===== config.mk =====
export PLATFORM = sky130hd
export DESIGN_NAME = mem_arbiter
export DESIGN_NICKNAME = d
export VERILOG_FILES = /design/src/rtl/mem_arbiter.sv
export SDC_FILE = /design/constraint.sdc
export NUM_CORES = 1
export LEC_CHECK = 0
export ABC_AREA = 1
export BUFFER_PORTS_ARGS = -buffer_cell sky130_fd_sc_hd__buf_2
export CAP_MARGIN = 25
export CORE_AREA = 2 2 66 68
export DETAILED_ROUTE_END_ITERATION = 10
export DIE_AREA = 0 0 68 70
export PLACE_DENSITY_LB_ADDON = 0.12
export SYNTH_ARGS = -nofsm -noshare
export SYNTH_HDL_FRONTEND = slang
export SYNTH_SLANG_ARGS = --single-unit

===== constraint.sdc =====
create_clock -name clk -period 1.4 [get_ports clk]
set_clock_uncertainty 0.1 [all_clocks]
set_input_delay 0 -clock clk [delete_from_list [all_inputs] [get_ports clk]]
set_output_delay 0 -clock clk [all_outputs]
set_load 0.005 [all_outputs]

===== src/rtl/mem_arbiter.sv =====
// Round-robin arbiter sharing one byte-wide memory port between a 16-bit
// instruction fetch (two byte reads, high byte first) and 8-bit loads/stores.
module mem_arbiter (
  input  logic        clk,
  input  logic        rst,
  input  logic        if_req,
  input  logic [7:0]  if_addr,
  output logic [15:0] if_instr,
  output logic        if_valid,
  input  logic        d_req,
  input  logic        d_we,
  input  logic [7:0]  d_addr,
  input  logic [7:0]  d_wdata,
  output logic [7:0]  d_rdata,
  output logic        d_valid,
  output logic [7:0]  mem_addr,
  output logic [7:0]  mem_wdata,
  output logic        mem_read,
  output logic        mem_write,
  input  logic [7:0]  mem_rdata
);

  typedef enum logic [1:0] {S_IDLE, S_IF_HI, S_IF_LO, S_DATA} state_t;

  state_t      r_state, w_next_state;
  logic        r_last_grant, w_next_grant;
  logic [7:0]  r_hi_byte;
  logic [15:0] r_if_instr;
  logic [7:0]  r_d_rdata;
  logic        r_if_valid, r_d_valid;
  logic        w_if_pend, w_d_pend;
  logic        w_mem_read, w_mem_write;

  // The valid pulse of the port completing this cycle masks its still-held request.
  assign w_if_pend = if_req & ~r_if_valid;
  assign w_d_pend  = d_req & ~r_d_valid;

  always_ff @(posedge clk) begin
    if (rst) begin
      r_state      <= S_IDLE;
      r_last_grant <= 1'b1;
    end else begin
      r_state      <= w_next_state;
      r_last_grant <= w_next_grant;
    end
  end

  always_comb begin
    w_next_state = r_state;
    w_next_grant = r_last_grant;
    unique case (r_state)
      S_IDLE: begin
        if (w_if_pend && (!w_d_pend || r_last_grant)) begin
          w_next_state = S_IF_HI;
          w_next_grant = 1'b0;
        end else if (w_d_pend) begin
          w_next_state = S_DATA;
          w_next_grant = 1'b1;
        end
      end
      S_IF_HI: w_next_state = S_IF_LO;
      S_IF_LO: w_next_state = S_IDLE;
      S_DATA:  w_next_state = S_IDLE;
      default: w_next_state = S_IDLE;
    endcase
  end

  always_comb begin
    mem_addr    = '0;
    mem_wdata   = '0;
    w_mem_read  = 1'b0;
    w_mem_write = 1'b0;
    unique case (r_state)
      S_IF_HI: begin
        mem_addr   = if_addr;
        w_mem_read = 1'b1;
      end
      S_IF_LO: begin
        mem_addr   = if_addr + 8'd1;
        w_mem_read = 1'b1;
      end
      S_DATA: begin
        mem_addr = d_addr;
        if (d_we) begin
          mem_wdata   = d_wdata;
          w_mem_write = 1'b1;
        end else begin
          w_mem_read = 1'b1;
        end
      end
      default: ;
    endcase
  end

  // Reset blocks memory strobes immediately so an in-flight store is dropped.
  assign mem_read  = w_mem_read & ~rst;
  assign mem_write = w_mem_write & ~rst;

  always_ff @(posedge clk) begin
    if (rst) begin
      r_hi_byte  <= '0;
      r_if_instr <= '0;
      r_d_rdata  <= '0;
      r_if_valid <= 1'b0;
      r_d_valid  <= 1'b0;
    end else begin
      r_if_valid <= (r_state == S_IF_LO);
      r_d_valid  <= (r_state == S_DATA);
      if (r_state == S_IF_HI)
        r_hi_byte <= mem_rdata;
      if (r_state == S_IF_LO)
        r_if_instr <= {r_hi_byte, mem_rdata};
      if (r_state == S_DATA && !d_we)
        r_d_rdata <= mem_rdata;
    end
  end

  assign if_instr = r_if_instr;
  assign if_valid = r_if_valid;
  assign d_rdata  = r_d_rdata;
  assign d_valid  = r_d_valid;

endmodule

==> metrics.yaml, run 1 <==
synth_enable_flop_cells: 0
synth_top_area_frac: 0.408
syn_avg_cell_area_sq_um: 6.72
clock-root-buffer: "clkbuf_8"
p_seq_frac: 0.391
synthesis.area_sq_um: 1820
start_util: 0.438
critical_path_required_ns: 1.30
synth.distinct_cells: 21
viasPerCell: 4.75
end_kind: "output pin"
synthToLayoutAreaGrowth_pct: 47.4
tightest_slew_ns: 0.264
ys_seq_area_frac: 0.408
fp-row-count: 24
hp-class: "input port to register"
drive_gt1_frac: 0.376
antenna_found_initial: 0
fin_nets: 414
intPower_mw: 2.35
htree_levels: 2
ys.flop_type: "dfxtp_1"
cp.arrival_ns: 1.41
ant_nets: 0
fmax_ghz: 0.664
cts_max_path_buffers: 2
grt_usage: 0.211
hold_viol_final: 0
netlist_top_cells_area: "dfxtp_1 (41%), nor2_1 (18%), o21ai_0 (11%), nand2_1 (6.8%), inv_1 (5.8%)"
vias: 2013
crit_type: "register to output pin"
switchingPower_mw: 1.16
pre_cts_ws_ns: 0.0380
finalCritPeriodShare: 1.08
setup_ws_ns: -0.107
io_pins: 81
drtIter0Drc: 63
violations: "negative setup slack"
rsz0062_at_grt: "true"
routed_wl_microns: 4900
swShare: 0.330
syn-num-nets: 313
start_kind: "register"
overflow: 0
path_max_fanout: 8
num_antenna_cells: 0
drt-pass1-iter-count: 4
setup_violations: 9
cts_buffers: 5
port_buffers: 80
powerDensity_nw_per_um2: 1310
ir_worst_vdd_mv: 0.900
fp.dieH_microns: 70
synth.most_common_cell: "nor2_1"
maxSlewHeadroom: 0.824
p_leak_nw: 1.42
grt_pass1_wl_microns: 7710
synth_largest_area_cell: "dfxtp_1"
grt_max_degree: 33
cts_tree: "built"
synth_cells: 270
cap_violations: 0
clk_latency_ns: 0.29
clkPwrFrac: 0.261
clk_pin_slew_ns: 0.07
async_flop_share: 0
drcViolationCount: 0
ys_warn_count: 0
synthTopCellsByCount: "nor2_1 (85), o21ai_0 (39), dfxtp_1 (37)"
dp_hpwl_microns: 3400
die_area_sq_um: 4760
dieWidth_microns: 68
coreArea_sq_um: 4140
maxSlewViolCount: 0
clock-sinks: 37
place_congestion: 0.806
fin_tns_setup_ns: -0.631
pwr-share-comb: 0.348
ys_ff_latch: 37
grt_pass1_vias: 1797
layout_min_cycle_time_ns: 1.51
routedWlPerCell_microns: 11.5
outcome: "complete, but fails checks"
[path summary, 6_finish.rpt]
check	end	start	slack, ns	depth (start not counted)
max	mem_addr[6]	r_state[0]$_SDFFE_PP0P_	-0.11	7
min	r_last_grant$_SDFFE_PP1P_	d_req	0.04	5
max reg2reg	d_rdata[3]$_SDFFE_PP0N_	r_state[0]$_SDFFE_PP0P_	0.03	7
min reg2reg	if_instr[13]$_SDFFE_PP0P_	r_hi_byte[5]$_SDFFE_PP0N_	0.38	2
[power by group through the flow]
stage          clock network (mW)  logic (mW)  registers (mW)
2_1_floorplan                   0       0.599            1.36
3_3_place_gp                    0        1.04            1.36
3_5_place_dp                    0        1.05            1.36
4_1_cts                     0.942        1.18            1.37
5_1_grt                     0.976        1.37            1.40
6_report                    0.915        1.22            1.37
[registers in the layout (all words and copies together), names as in the netlist]
name / cells
if_valid: 1
r_state: 2
if_instr: 16
r_hi_byte: 8
r_last_grant: 1
d_valid: 1
d_rdata: 8
[per-stage QoR]
stage | hold slack, ns | power, mW | instance area (sq um) | std cells | utilization
2_1_floorplan | -0.0293 | 1.96 | 1820 | 270 | -
3_3_place_gp | 0.175 | 2.40 | 2310 | 403 | 0.557
3_5_place_dp | 0.175 | 2.41 | 2310 | 403 | 0.557
4_1_cts | 0.0452 | 3.49 | 2630 | 424 | 0.635
5_1_grt | 0.0739 | 3.74 | 2680 | 424 | 0.646
6_report | 0.0401 | 3.51 | 2680 | 424 | 0.646
[critical path, cell delays in order, from the launching register on]
cell and delay (ns):
dfxtp_4 0.40, ha_4 0.17, buf_8 0.13, nand2_2 0.05, o21ai_1 0.07, inv_1 0.07
a21oi_2 0.12, buf_2 0.12
[cell usage in the layout, fill, tap and decap left out, types with 4 or more instances in the layout]
cell type and n:
clkbuf_8 5, o21ai_1 16, inv_2 4, dlygate4sd3_1 9, nand3_1 5, nor2_2 4, buf_2 80, nor2_1 82
nand3_2 4, nand2_1 26, inv_1 24, dfxtp_1 35, buf_4 13, o21ai_0 25, nand2_2 8
[routing by layer]
layer,share of wire,vias up,global-route usage
met1,0.44,914,0.261
met3,0.046,8,0.0515
met4,0.018,0,0.0733
met5,0,-,0
met2,0.50,51,0.348
li1,-,1040,-
[cells by family after synthesis]
| family | count (synthesis) | share of synthesized area |
|---|---|---|
| AO/OA/AOI/OAI | 52 | 0.154 |
| adder cells (fa/ha/maj) | 6 | 0.0413 |
| flip-flops | 37 | 0.408 |
| AND/OR/NAND/NOR | 132 | 0.294 |
| buffers and inverters | 43 | 0.102 |
[cell type report]
class / instances / area, sq um
Sequential cell: 37 / 748
Fill cell: 394 / 1470
Timing Repair Buffer: 106 / 641
Inverter: 31 / 124
Clock inverter: 2 / 38.8
Multi-Input combinational cell: 190 / 987
Clock buffer: 6 / 72.6
Tap cell: 52 / 65.1
[timing repair]
item | CTS | global route
gates resized for setup | 30 | 24
setup buffers | 4 | 0
pin swaps | 12 | 10
hold endpoints to repair | 29 | 0
endpoints found under the setup margin | 18 | 26
hold buffers | 9 | 0
Note: power is estimated with default switching activity, not from simulation.
==> run 2: changes to the inputs <==
--- a/config.mk
+++ b/config.mk
@@ -8,9 +8,9 @@
 export ABC_AREA = 1
 export BUFFER_PORTS_ARGS = -buffer_cell sky130_fd_sc_hd__buf_2
 export CAP_MARGIN = 25
-export CORE_AREA = 2 2 66 68
+export CORE_AREA = 2 2 69 71
 export DETAILED_ROUTE_END_ITERATION = 10
-export DIE_AREA = 0 0 68 70
+export DIE_AREA = 0 0 71 73
 export PLACE_DENSITY_LB_ADDON = 0.12
 export SYNTH_ARGS = -nofsm -noshare
 export SYNTH_HDL_FRONTEND = slang
==> constraint.sdc (replaced) <==
create_clock -name clk -period 1.3 [get_ports clk]
set_clock_uncertainty 0.1 [all_clocks]
set_input_delay 0 -clock clk [delete_from_list [all_inputs] [get_ports clk]]
set_output_delay 0 -clock clk [all_outputs]
set_load 0.005 [all_outputs]
==> metrics.yaml, run 2 (synthesized netlist as in run 1, its figures left out) <==
drive_gt1_frac: 0.453
drtIter0Drc: 56
critPathBufInv: 3
port_buffers: 80
path_max_fanout: 4
drcViolationCount: 0
tightest_slew_ns: 0.261
synthToLayoutAreaGrowth_pct: 55.8
cpLargestDelayFamily: "flip-flops"
setup_ws_ns: -0.186
intPower_mw: 2.63
holdWs_ns: 0.0320
switchingPower_mw: 1.35
use_met3: 0.0497
place_congestion: 0.797
start_util: 0.400
cts_tree: "built"
clk_latency_ns: 0.29
fmax_ghz: 0.673
fp.dieH_microns: 73
clkPwrFrac: 0.252
rsz0062_at_grt: "true"
final_common_cell: "buf_2"
layout_min_cycle_time_ns: 1.49
finalPower_mw: 3.99
grt_pass1_vias: 1733
grt_max_degree: 33
hp-class: "input port to register"
fin_tns_setup_ns: -2.64
cpMaxStageDelayCell: "dfxtp_4"
critical_path_required_ns: 1.20
ant_nets: 0
cts_max_path_buffers: 2
mostFrequentLayoutCells: "buf_2 (80), nor2_1 (67), dfxtp_1 (35)"
maxSlewHeadroom: 0.824
cpPeakStageDelay_ns: 0.40
use_met2: 0.326
routed_wl_microns: 4960
pwr-share-comb: 0.371
dieWidth_microns: 71
overflow: 0
final_design_area_no_fill_sq_um: 2830
fp-row-count: 25
end_kind: "output pin"
p_leak_nw: 1.47
clock-root-buffer: "clkbuf_8"
grtUsageMet1: 0.246
num_antenna_cells: 0
largest_register_ff_count: 16
cp.arrival_ns: 1.39
rrSetupSlack_ns: -0.11
violations: "negative setup slack"
maxSlewViolCount: 0
htree_levels: 2
placed_area_sq_um: 2320
outcome: "complete, but fails checks"
cts_buffers: 5
start_kind: "register"
cap_violations: 0
p_seq_frac: 0.378
grt_pass1_wl_microns: 7980
crit_type: "register to output pin"
setup_violations: 31
clk_pin_slew_ns: 0.07
hold_depth: 5
ir_worst_vdd_mv: 0.848
viasPerCell: 4.66
die_area_sq_um: 5180
vias: 1998
swShare: 0.340
io_pins: 81
crit_chain: "ha_4 > buf_6 > nand2_1 > o21ai_1 > inv_1 > a21oi_2 > buf_2"
grt_usage: 0.195
clock-sinks: 37
drt-pass1-iter-count: 4
powerDensity_nw_per_um2: 1410
r2r_cells: 8
hold_viol_final: 0
grt.busiest_layer: "met2"
antenna_found_initial: 0
path_depth: 7
coreArea_sq_um: 4540
finalCritPeriodShare: 1.14
routedWlPerCell_microns: 11.6
dp_hpwl_microns: 3410
fin_nets: 417
final_util: 0.624
## run 2: power groups by stage
stage	Combinational (mW)	Sequential, mW	Clock [mW]
after floorplan	0.645	1.47	0
after CTS	1.33	1.47	1.03
after detailed placement	1.16	1.46	0
after global routing	1.65	1.53	1.09
after global placement	1.15	1.46	0
final	1.48	1.50	1.00
## run 2: routing by layer
metal,routed length (microns),vias to the layer above
met5,0,-
met4,63,0
met3,246,5
met2,2440,43
met1,2220,894
li1,-,1056
## run 2: worst paths after layout
check / startpoint / to
max: r_state[1]$_SDFFE_PP0P_ / mem_addr[7]
min: d_req / r_last_grant$_SDFFE_PP1P_
max reg2reg: r_state[0]$_SDFFE_PP0P_ / d_rdata[5]$_SDFFE_PP0N_
min reg2reg: r_last_grant$_SDFFE_PP1P_ / r_last_grant$_SDFFE_PP1P_
## run 2: worst reg2reg max path, cell delays in order, from the launching register on
cell and delay (ns):
dfxtp_4 0.38, ha_4 0.18, inv_2 0.07, nor2_4 0.04
buf_4 0.13, buf_6 0.10, buf_4 0.14, o21ai_1 0.12
nor2_1 0.05
## run 2: cell type report
type | count | area [sq um]
sequential | 37 | 748
multi-input combinational | 190 | 1070
clock inverter | 3 | 43.8
timing repair buffer | 109 | 694
inverter | 31 | 134
clock buffer | 5 | 68.8
fill | 437 | 1710
tap | 54 | 67.6
## run 2: what timing repair did
action,CTS,global route
setup buffers,4,4
pin swaps,19,12
hold endpoints to repair,29,0
gates resized for setup,52,58
endpoints found under the setup margin,52,38
cloned,1,0
hold buffers,9,0
## run 2: per-stage QoR
step                      instances  worst slack [ns]
after floorplan                 270            0.0121
after global placement          404            -0.131
after detailed placement        404            -0.142
after CTS                       425            -0.184
after global routing            429            -0.252
final                           429            -0.186
